$ cat src/rtl/load_store_unit.sv
// RV32I load/store unit: accepts one core access, drives a word-addressed byte-enabled
// req/gnt/rvalid memory bus, aligns store lanes and extends load data.
module load_store_unit #(
    parameter int unsigned ADDR_W  = 32,
    parameter int unsigned TIMEOUT = 16
) (
    input  logic              clk_i,
    input  logic              rst_ni,
    input  logic              req_valid_i,
    output logic              req_ready_o,
    input  logic              req_load_i,
    input  logic [2:0]        req_funct3_i,
    input  logic [ADDR_W-1:0] req_addr_i,
    input  logic [31:0]       req_wdata_i,
    output logic              resp_valid_o,
    output logic [31:0]       resp_rdata_o,
    output logic              resp_misalign_o,
    output logic              resp_buserr_o,
    output logic              mem_req_o,
    output logic              mem_we_o,
    output logic [ADDR_W-3:0] mem_addr_o,
    output logic [3:0]        mem_be_o,
    output logic [31:0]       mem_wdata_o,
    input  logic              mem_gnt_i,
    input  logic              mem_rvalid_i,
    input  logic [31:0]       mem_rdata_i
);

    localparam int unsigned CntW = $clog2(TIMEOUT + 1);
    localparam logic [CntW-1:0] CntLast = CntW'(TIMEOUT - 1);

    typedef enum logic [1:0] {StIdle, StReq, StWaitR, StResp} state_e;

    state_e            state_q, state_d;
    logic [CntW-1:0]   cnt_q, cnt_d;
    logic              load_q;
    logic [2:0]        funct3_q;
    logic [1:0]        off_q;
    logic [ADDR_W-3:0] waddr_q;
    logic [3:0]        be_q;
    logic [31:0]       wdata_q;
    logic [31:0]       rdata_q;
    logic              misalign_q;
    logic              buserr_q;

    logic              accept;
    logic              timeout_hit;
    logic              capture;
    logic [1:0]        acc_off;
    logic [3:0]        acc_be;
    logic [31:0]       acc_wdata;
    logic              acc_bad;
    logic [7:0]        byte_sel;
    logic [15:0]       half_sel;
    logic [31:0]       ext_rdata;

    assign acc_off = req_addr_i[1:0];

    // Decode the incoming access: lane enables, replicated store data, illegal/misaligned flag.
    always_comb begin
        acc_be    = 4'b0000;
        acc_wdata = req_wdata_i;
        acc_bad   = 1'b0;
        case (req_funct3_i)
            3'b000, 3'b100: begin
                acc_be    = 4'b0001 << acc_off;
                acc_wdata = {4{req_wdata_i[7:0]}};
            end
            3'b001, 3'b101: begin
                acc_be    = 4'b0011 << acc_off;
                acc_wdata = {2{req_wdata_i[15:0]}};
                acc_bad   = acc_off[0];
            end
            3'b010: begin
                acc_be  = 4'b1111;
                acc_bad = (acc_off != 2'b00);
            end
            default: acc_bad = 1'b1;
        endcase
        if (!req_load_i && req_funct3_i[2]) begin
            acc_bad = 1'b1;
        end
    end

    always_comb begin
        byte_sel  = mem_rdata_i[{off_q, 3'b000} +: 8];
        half_sel  = mem_rdata_i[{off_q[1], 4'b0000} +: 16];
        ext_rdata = mem_rdata_i;
        case (funct3_q)
            3'b000:  ext_rdata = {{24{byte_sel[7]}}, byte_sel};
            3'b001:  ext_rdata = {{16{half_sel[15]}}, half_sel};
            3'b100:  ext_rdata = {24'h000000, byte_sel};
            3'b101:  ext_rdata = {16'h0000, half_sel};
            default: ext_rdata = mem_rdata_i;
        endcase
    end

    always_comb begin
        state_d     = state_q;
        cnt_d       = cnt_q;
        accept      = 1'b0;
        timeout_hit = 1'b0;
        capture     = 1'b0;
        unique case (state_q)
            StIdle: begin
                if (req_valid_i) begin
                    accept  = 1'b1;
                    cnt_d   = '0;
                    state_d = acc_bad ? StResp : StReq;
                end
            end
            StReq: begin
                // A grant on the final allowed cycle still completes normally.
                if (mem_gnt_i) begin
                    cnt_d   = '0;
                    state_d = load_q ? StWaitR : StResp;
                end else if (cnt_q == CntLast) begin
                    timeout_hit = 1'b1;
                    state_d     = StResp;
                end else begin
                    cnt_d = cnt_q + 1'b1;
                end
            end
            StWaitR: begin
                if (mem_rvalid_i) begin
                    capture = 1'b1;
                    state_d = StResp;
                end else if (cnt_q == CntLast) begin
                    timeout_hit = 1'b1;
                    state_d     = StResp;
                end else begin
                    cnt_d = cnt_q + 1'b1;
                end
            end
            StResp: state_d = StIdle;
        endcase
    end

    always_ff @(posedge clk_i or negedge rst_ni) begin
        if (!rst_ni) begin
            state_q    <= StIdle;
            cnt_q      <= '0;
            load_q     <= 1'b0;
            funct3_q   <= 3'b000;
            off_q      <= 2'b00;
            waddr_q    <= '0;
            be_q       <= 4'b0000;
            wdata_q    <= 32'h0;
            rdata_q    <= 32'h0;
            misalign_q <= 1'b0;
            buserr_q   <= 1'b0;
        end else begin
            state_q <= state_d;
            cnt_q   <= cnt_d;
            if (accept) begin
                load_q     <= req_load_i;
                funct3_q   <= req_funct3_i;
                off_q      <= acc_off;
                waddr_q    <= req_addr_i[ADDR_W-1:2];
                be_q       <= acc_be;
                wdata_q    <= acc_wdata;
                misalign_q <= acc_bad;
                buserr_q   <= 1'b0;
                rdata_q    <= 32'h0;
            end
            if (timeout_hit) begin
                buserr_q <= 1'b1;
            end
            if (capture) begin
                rdata_q <= ext_rdata;
            end
        end
    end

    // Bus and response outputs are gated by state so idle/reset values are all zero.
    always_comb begin
        req_ready_o     = (state_q == StIdle);
        resp_valid_o    = (state_q == StResp);
        resp_rdata_o    = resp_valid_o ? rdata_q : 32'h0;
        resp_misalign_o = resp_valid_o & misalign_q;
        resp_buserr_o   = resp_valid_o & buserr_q;
        mem_req_o       = (state_q == StReq);
        mem_we_o        = mem_req_o & ~load_q;
        mem_addr_o      = mem_req_o ? waddr_q : '0;
        mem_be_o        = mem_req_o ? be_q : 4'b0000;
        mem_wdata_o     = mem_we_o ? wdata_q : 32'h0;
    end

endmodule

$ cat config.mk
export PLATFORM = sky130hd
export DESIGN_NAME = load_store_unit
export DESIGN_NICKNAME = d
export VERILOG_FILES = /design/src/rtl/load_store_unit.sv
export SDC_FILE = /design/constraint.sdc
export NUM_CORES = 1
export LEC_CHECK = 0
export ABC_AREA = 1
export CAP_MARGIN = 10
export CELL_PAD_IN_SITES_DETAIL_PLACEMENT = 2
export CELL_PAD_IN_SITES_GLOBAL_PLACEMENT = 2
export CORE_MARGIN = 2
export CORE_UTILIZATION = 23
export CTS_BUF_LIST = sky130_fd_sc_hd__clkbuf_8
export CTS_CLUSTER_DIAMETER = 40
export DETAILED_ROUTE_END_ITERATION = 16
export PLACE_DENSITY_LB_ADDON = 0.1
export SETUP_SLACK_MARGIN = 0.5
export SLEW_MARGIN = 5
export SYNTH_ARGS = -nofsm -noshare
export SYNTH_HDL_FRONTEND = slang
export SYNTH_SLANG_ARGS = --single-unit
export TNS_END_PERCENT = 50
$ cat constraint.sdc
create_clock -name clk_i -period 1.76 [get_ports clk_i]
set_clock_uncertainty 0.1 [all_clocks]
set_input_delay 0.352 -clock clk_i [delete_from_list [all_inputs] [get_ports clk_i]]
set_output_delay 0.352 -clock clk_i [all_outputs]
set_load 0.01 [all_outputs]
### Word level (Yosys, flattened, before mapping)

Cells that the tools add are included.
Widths: inputs -> output; s select.

| storage, ports and cells | value |
|---|---|
| flip-flop bits (word level) | 113 |
| bits of input ports | 105 |
| output and inout bits | 104 |
| word-level logic and storage cells | 78 |

| cells by class | value |
|---|---|
| add/subtract/negate cells | 1 |
| eq/ne operators | 13 |
| shifts and indexed selects | 4 |
| muxes and demuxes | 33 |
| bitwise operators | 4 |
| reduce and logical (&&, ||, !) cells | 12 |

Operators with widths:

| operator | number |
|---|---|
| $mux 32 | 4 |
| $pmux 32 s4 | 1 |
| $pmux 32 s2 | 1 |
| $shiftx 32x6->16 | 1 |
| $shiftx 32x6->8 | 1 |
| $mux 30 | 1 |
| $mux 5 | 4 |
| $pmux 5 s3 | 1 |
| $eq 3x3->1 const B | 4 |
| $pmux 4 s3 | 1 |
| $mux 1 | 11 |
| $mux 2 | 5 |
| $pmux 2 s4 | 1 |
| $eq 3x1->1 const B | 2 |
| $logic_not 3->1 | 2 |
| $reduce_bool 2->1 | 3 |
| $add 5x1->5 const B | 1 |
| $eq 5x4->1 const B | 1 |
| $eq 2x2->1 const B | 2 |
| $mux 4 | 1 |
| $ne 2x2->1 const B | 2 |
| $reduce_or 2->1 | 2 |
| $shl 1x2->4 const A | 1 |
| $shl 2x2->4 const A | 1 |
| 11 further kinds | 13 |

### Longest topological paths before layout

| logic depth | value |
|---|---|
| word-level depth | 7 |
| mapped depth | 11 |
| gate-level depth less buffers | 11 |

### Worst setup path before layout

OpenSTA, ideal clock, no wires.

| path | value |
|---|---|
| path kind | flip-flop to output port |
| start point | reg state_q[1] |
| end point | out mem_we_o |
| arrival | 1431 ps |
| data required time | 1308 ps |
| path slack | -123 ps |
| stages on the path, launching flop included | 7 |
| cells stage by stage | dfrtp_1 inv_1 ha_1 buf_2 nand2_1 clkbuf_1 inv_1 |

| on the way | value |
|---|---|
| cells in the longest elaborated chain, start to end | 2 |

Ends and longest elaborated chain:

| what | RTL line | RTL |
|---|---|---|
| start, declared | 34 | `state_e state_q, state_d;` |
| start signal, assigned | 141 | `state_q <= StIdle;` |
| start signal, assigned | 153 | `state_q <= state_d;` |
| $eq 2x1->1 | 182 | `mem_req_o = (state_q == StReq);` |
| named net mem_req_o | 19 | `output logic mem_req_o,` |
| $and 1x1->1 | 183 | `mem_we_o = mem_req_o & ~load_q;` |
| end, declared | 20 | `output logic mem_we_o,` |

The timed path passes the listed nets, and every way through them passes these cells.

### Final worst setup path

| path | value |
|---|---|
| start point | reg state_q[0] |
| end point | out mem_be_o[1] |

| on the way | value |
|---|---|
| cells in the longest elaborated chain, start to end | 2 |

Ends and longest elaborated chain:

| what | RTL line | RTL |
|---|---|---|
| $eq 2x1->1 | 182 |  |
| $mux 4 | 185 | `mem_be_o = mem_req_o ? be_q : 4'b0000;` |
| end, declared | 22 | `output logic [3:0] mem_be_o,` |

Every way passes these cells.

==> metrics.csv <==
stage,metric,value,unit
status,outcome,"finished, violations left",
status,violations,setup timing,
hold_path,hp-class,primary input to asynchronous set/reset pin,
timing,hold_viol_final,0,
cts,clock-sinks,113,
timing,slew_viol_final,0,
worst_setup_path,cp.depth,8,
worst_setup_path,critPathTopFamily,buffers and inverters,
grt,grt_pass1_wl,44100,um
placement,place_ws,-379,ps
synthesis,yosys_register_bits,113,
placement,dp_cells,1493,
worst_setup_path,cp_max_fo,7,
placement,io_buffer_count,208,
floorplan,fp.dieArea,28800,um2
synthesis,ys_top_cells_by_area,"dfrtp_1 45%, nand2_1 20%, inv_1 9.2%",
job,cap_viol_max_count,0,
routing,ant_nets,0,
synthesis,ys_seq_area_share,44.7,%
worst_setup_path,end_kind,output port,
routing,routed-via-count,7070,
routing,routedWlPerCell,18.7,um
synthesis,synth_area,6330,um2
floorplan,start_util,23.5,%
cts,clkLatencyLatePin,460,ps
synthesis,synth_adder_area_share,1.19,%
grt,grt_overflow,0,
timing,rsz0062_at_grt,yes,
worst_setup_path,reg2reg_to,cnt_q[1],
placement,hpwl,18100,um
worst_setup_path,slowest_delay,450,ps
timing,setup_viol,212,
routing,drtIter0Drc,251,
grt,busiest_layer,met2,
worst_setup_path,cp.arrival,1820,ps
cts,clockBufferDepth,2,
synthesis,synth-warning-count,0,
grt,use_met2,35.5,%
synthesis,syn_nets,1037,
worst_setup_path,reg2reg_from,state_q[0],
synthesis,netlist_instances,926,
power_and_ir_drop,power_density,1630,nW/um2
cts,cts_root_buffer,clkbuf_8,
layout,area_delta_synth_final,85.5,%
worst_setup_path,cp.required,1310,ps
cts,htreeDepth,4,
synthesis,synth_xor_area_share,0.138,%
synthesis,async_flop_share,100,%
synthesis,muxShareOfSynthArea,0,%
routing,drt_wl_total,29600,um
timing,period_share,129,%
synthesis,ys.flop_type,dfrtp_1,
floorplan,num_rows,60,
timing,slew_headroom,65.4,%
worst_setup_path,rrSetupSlack,-390,ps
layout,drive_gt1_share,41.9,%
cts,cts_made_buffers,17,
routing,drc_errors,0,
worst_setup_path,reg2regPathDepth,14,
timing,worstMarginPinSlew,517,ps
grt,grt_max_degree,66,
synthesis,synth_compound_area_share,10.6,%
cts,path_clk_slew,90,ps
routing,drt-pass1-iter-count,4,
synthesis,avgSynthCellArea,6.83,um2
synthesis,yosys.area_share.simple,30.3,%
synthesis,synth_top_family_by_area,simple AND/OR/NAND/NOR gates,
synthesis,yosysTopAreaCell,dfrtp_1,
grt,grt_pass1_vias,7756,
grt,grtUsageMet3,5.44,%
floorplan,die_x,170,um
floorplan,core,27000,um2
worst_setup_path,path_cells,"ha_4, buf_12, buf_12, buf_16, buf_8, nand2_4, inv_4, buf_6",
layout,fin_cells,1580,
worst_setup_path,setup.worst_path.start_class,register,
placement,place_congestion,0.761,
floorplan,io_pins,209,
cts,cts_tree,done,
synthesis,ys_types,30,
layout,layout.nets,1336,
worst_setup_path,path_buf_inv,6,
synthesis,synth_edf_count,0,
floorplan,die_height,170,um
grt,met1_usage,24.5,%
routing,post_drt_via_cell_ratio,4.47,
power_and_ir_drop,leakage,6.37,nW
grt,grt_usage,20.1,%
worst_setup_path,cp_common_cell,buf_12,
grt,antenna_found_initial,1,
timing,min_period,2280,ps
synthesis,synth_top_area_share,44.7,%
worst_setup_path,path_class,register to output port,
power_and_ir_drop,vdd_drop_max,569,uV
worst_setup_path,slowest_stage,dfrtp_2,
timing,setup_ws,-516,ps
timing,fmax,439,MHz
-- kinds of logic after synthesis --
| family | Yosys count |
|---|---|
| compound gates | 128 |
| xor+xnor | 1 |
| fa+ha+maj | 6 |
| buf+inv | 204 |
| flops | 113 |
| simple gates | 474 |
-- sequential cells by signal, summed over array words and instances (netlist names) --
name        cells
rdata_q        32
wdata_q        32
waddr_q        30
cnt_q           5
be_q            4
funct3_q        3
off_q           2
state_q         2
buserr_q        1
load_q          1
misalign_q      1
-- placed cells by master, fill, tap and decap left out, types with 5 or more instances in the layout --
cell type and n:
buf_12 17, nand2_2 48, o21ai_0 28, nand3_1 15, nand2_1 243, inv_1 83, a21oi_1 28, o211ai_1 8
a21oi_2 10, inv_2 71, o21ai_1 42, nand2_8 5, inv_6 5, nor2_4 34, buf_6 125, nor2_1 52
o21ai_2 11, buf_16 15, buf_8 5, clkbuf_8 17, dfrtp_1 112, buf_4 45, clkdlybuf4s50_1 103, buf_2 8
nand2_4 67
-- metrics by stage --
stage               total power, mW  cell area [um2]  hold slack (ps)  util [%]  setup TNS (ps)
floorplan                      8.81             6680            -43.6         -               0
finish                         19.2            11700              168      43.5          -58490
global placement               12.0             9480              110      35.2          -34640
detailed placement             12.2             9480              112      35.2          -40190
global route                   20.6            11700              144      43.5          -72380
CTS                            17.4            10800              157      40.0          -48970
-- synth_stat cells, types with 2 or more instances --
cell      count
inv_1       155
clkbuf_1     20
o21ai_0      73
nand2_4       2
nor2_1       89
nand2_1     344
o211ai_1      8
buf_6         2
a21oi_2       2
buf_1         4
nand3_1      18
buf_2        17
dfrtp_1     113
o21ai_1       8
inv_2         3
a21oi_1      36
ha_1          6
nand2_2      14
-- layer usage --
layer  routed length [um]  up-vias
met5                   16        -
met4                  494        2
met3                 1590       32
met2                15400      160
met1                12100     3493
li1                     -     3383
-- where the power goes --
part           switching (mW)  internal, mW  leakage [nW]
combinational            6.14          5.63          4.74
clock                    1.40          1.30         0.194
sequential               1.02          3.69          1.43
total                    8.55          10.6          6.37
-- worst max-delay path by stage --
| stage | startpoint | to | slack [ps] |
|---|---|---|---|
| floorplan | state_q[1] | mem_wdata_o[10] | 150 |
| global placement | req_funct3_i[1] | wdata_q[30] | -340 |
| detailed placement | req_funct3_i[1] | wdata_q[30] | -380 |
| CTS | state_q[1] | mem_wdata_o[25] | -510 |
| global route | state_q[0] | mem_addr_o[13] | -580 |
| finish | state_q[0] | mem_be_o[1] | -520 |
-- layout make-up --
type,count,area [um2]
Tap cell,341,427
Fill cell,2994,15200
Timing Repair inverter,1,11.3
Inverter,160,631
Antenna cell,1,2.50
Clock inverter,15,174
Clock buffer,17,234
Multi-Input combinational cell,611,3720
Timing Repair Buffer,321,3710
Sequential cell,113,2830
-- timing repair --
item | in CTS | in global routing
pin swaps | 4 | 21
hold buffers | 1 | 0
gates resized for setup | 618 | 295
endpoints found under the hold margin | 113 | 0
endpoints found under the setup margin | 217 | 217
cloned | 17 | 1
setup buffers | 26 | 9
Note: power is estimated with default switching activity, not from simulation.
==> RTL edit, RTL diff (same flow settings) <==
Set the parameter `TIMEOUT` to 8 (it was 16).
--- a/src/rtl/load_store_unit.sv
+++ b/src/rtl/load_store_unit.sv
@@ -2,7 +2,7 @@
 // req/gnt/rvalid memory bus, aligns store lanes and extends load data.
 module load_store_unit #(
     parameter int unsigned ADDR_W  = 32,
-    parameter int unsigned TIMEOUT = 16
+    parameter int unsigned TIMEOUT = 8
 ) (
     input  logic              clk_i,
     input  logic              rst_ni,
Function: changed (a bounded check fails within 10 cycles, from zero or initial values and one cycle with rst_ni low).
==> RTL edit against the original RTL <==
The run still ends with negative setup slack left; area after synthesis decreased by 2.6%; sequential cell count decreased by 1; cell area is 8.6% lower; fmax rose by 0.64%; hold slack better by 0.16 ns; wire length is 10% lower; total power is 12% lower; setup slack improved by 0.014 ns.
==> RTL edit: results (changes against the original RTL) <==
{
  "run_status": {"value": "finished, violations left", "change": "unchanged"},
  "violations": {"value": "negative setup slack", "change": "unchanged"},
  "n_antenna_cell": {"value": 0, "change": "was 1"},
  "slowest_delay": {"value": 0.41, "unit": "ns", "change": "was 0.45 ns"},
  "cts_made_buffers": {"value": 9, "change": "was 17"},
  "design.final.nets": {"value": 1319, "change": "was 1336"},
  "grt_first_pass_wirelength": {"value": 39000, "unit": "um", "change": "was 44100 um"},
  "clkSlewWorstSetupHoldPaths": {"value": 0.11, "unit": "ns", "change": "was 0.09 ns"},
  "worst_slack": {"value": -0.502, "unit": "ns", "change": "was -0.516 ns"},
  "clk-insertion-delay-late": {"value": 0.39, "unit": "ns", "change": "was 0.46 ns"},
  "fillCellCount": {"value": 3016, "change": "was 2994"},
  "place_congestion": {"value": 0.749, "change": "was 0.761"},
  "finalSetupViolations": {"value": 191, "change": "was 212"},
  "final_cell_count_no_fill": {"value": 1549, "change": "was 1580"},
  "placed_area": {"value": 0.00939, "unit": "mm^2", "change": "was 0.00948 mm^2"},
  "post_drt_wl_per_cell": {"value": 17.1, "unit": "um", "change": "was 18.7 um"},
  "seq_area_frac_synth": {"value": 45.5, "unit": "%", "change": "was 44.7%"},
  "leakagePower": {"value": 5.80, "unit": "nW", "change": "was 6.37 nW"},
  "yosys.cell_types.count": {"value": 29, "change": "was 30"},
  "gr-usage-all-layers": {"value": 17.6, "unit": "%", "change": "was 20.1%"},
  "max-vdd-ir-drop": {"value": 0.000657, "unit": "V", "change": "was 0.000569 V"},
  "netlist_top_cells_area": {"value": "dfrtp_1 (45%), nand2_1 (22%), inv_1 (8.9%), o21ai_0 (6.9%), nor2_1 (5.6%)", "change": "was dfrtp_1 (45%), nand2_1 (20%), inv_1 (9.2%), o21ai_0 (5.8%), nor2_1 (5.3%)"},
  "layout-drive-gt1-share": {"value": 34.3, "unit": "%", "change": "was 41.9%"},
  "vias_in_the_first_global_route": {"value": 7166, "change": "was 7756"},
  "dp.final_hpwl": {"value": 18500, "unit": "um", "change": "was 18100 um"},
  "timing.critical_path.slowest_stage_cell": {"value": "dfrtp_1", "change": "was dfrtp_2"},
  "worst_slew_pin_slew": {"value": 0.456, "unit": "ns", "change": "was 0.517 ns"},
  "htreeDepth": {"value": 3, "change": "was 4"}
}
## RTL edit: timing repair
item,4_1_cts,5_1_grt
gates resized for setup,406,322
buffers inserted,19,22
hold buffers,1,0
hold endpoints to repair,21,0
pin swaps,6,13
setup endpoints to repair,216,216
cloned,0,7
## RTL edit: worst max-delay path, delay by kind of cell, from the launching register on
kind | cells | cell delay, ns
fa+ha+maj | 1 | 0.18
flops | 1 | 0.41
simple gates | 2 | 0.22
buf+inv | 6 | 0.61
## RTL edit: routing by layer
metal | wire, um | global-route usage, % | vias up
met5 | 0 | 0 | -
met4 | 307 | 3.97 | 0
met3 | 1130 | 3.24 | 17
met2 | 13500 | 30.6 | 135
met1 | 11600 | 22.7 | 3309
li1 | - | - | 3339
## RTL edit: report_power, final
group / switching [W] / internal [W]
combinational: 0.00559 / 0.00512
clock: 0.000965 / 0.000652
sequential: 0.000873 / 0.00374
## RTL edit: cells by family (layout without fill, tap and decap cells)
group,count (synthesis),count (layout),share of synthesized area (%)
buffers and inverters,196,492,12.5
DFF,112,112,45.5
and+or+nand+nor,476,476,30.0
AOI/OAI and AO/OA,129,129,11.0
adders and majority gates,5,5,1.01
## RTL edit: through the flow
step           setup TNS [ns]  worst slack, ns  total power [W]
3_5_place_dp           -39.41           -0.414           0.0126
5_1_grt                -56.52           -0.591           0.0183
3_3_place_gp           -33.96           -0.343           0.0123
2_1_floorplan         -0.0216          -0.0216          0.00884
4_1_cts                -45.79           -0.589           0.0148
6_report               -43.12           -0.502           0.0169
## RTL edit: cell type report
cell class	instances	area (um^2)	share of cell area, %
Tap cell	335	419	3.91
Multi-Input combinational cell	610	3350	31.2
Clock inverter	7	65.1	0.607
Timing Repair Buffer	327	3370	31.4
Sequential cell	112	2800	26.2
Clock buffer	9	124	1.16
Inverter	149	592	5.52
## RTL edit: path summary, 6_finish.rpt
path	from	endpoint	slack, ns	depth (start not counted)
max in group asynchronous	rst_ni	rdata_q[30]	0.67	3
max reg2reg	state_q[0]	rdata_q[10]	-0.18	12
min reg2reg	rdata_q[4]	rdata_q[4]	0.40	2
min	rst_ni	wdata_q[22]	0.33	2
min in group clk_i	req_addr_i[6]	waddr_q[4]	0.38	3
max	state_q[1]	mem_wdata_o[27]	-0.50	9
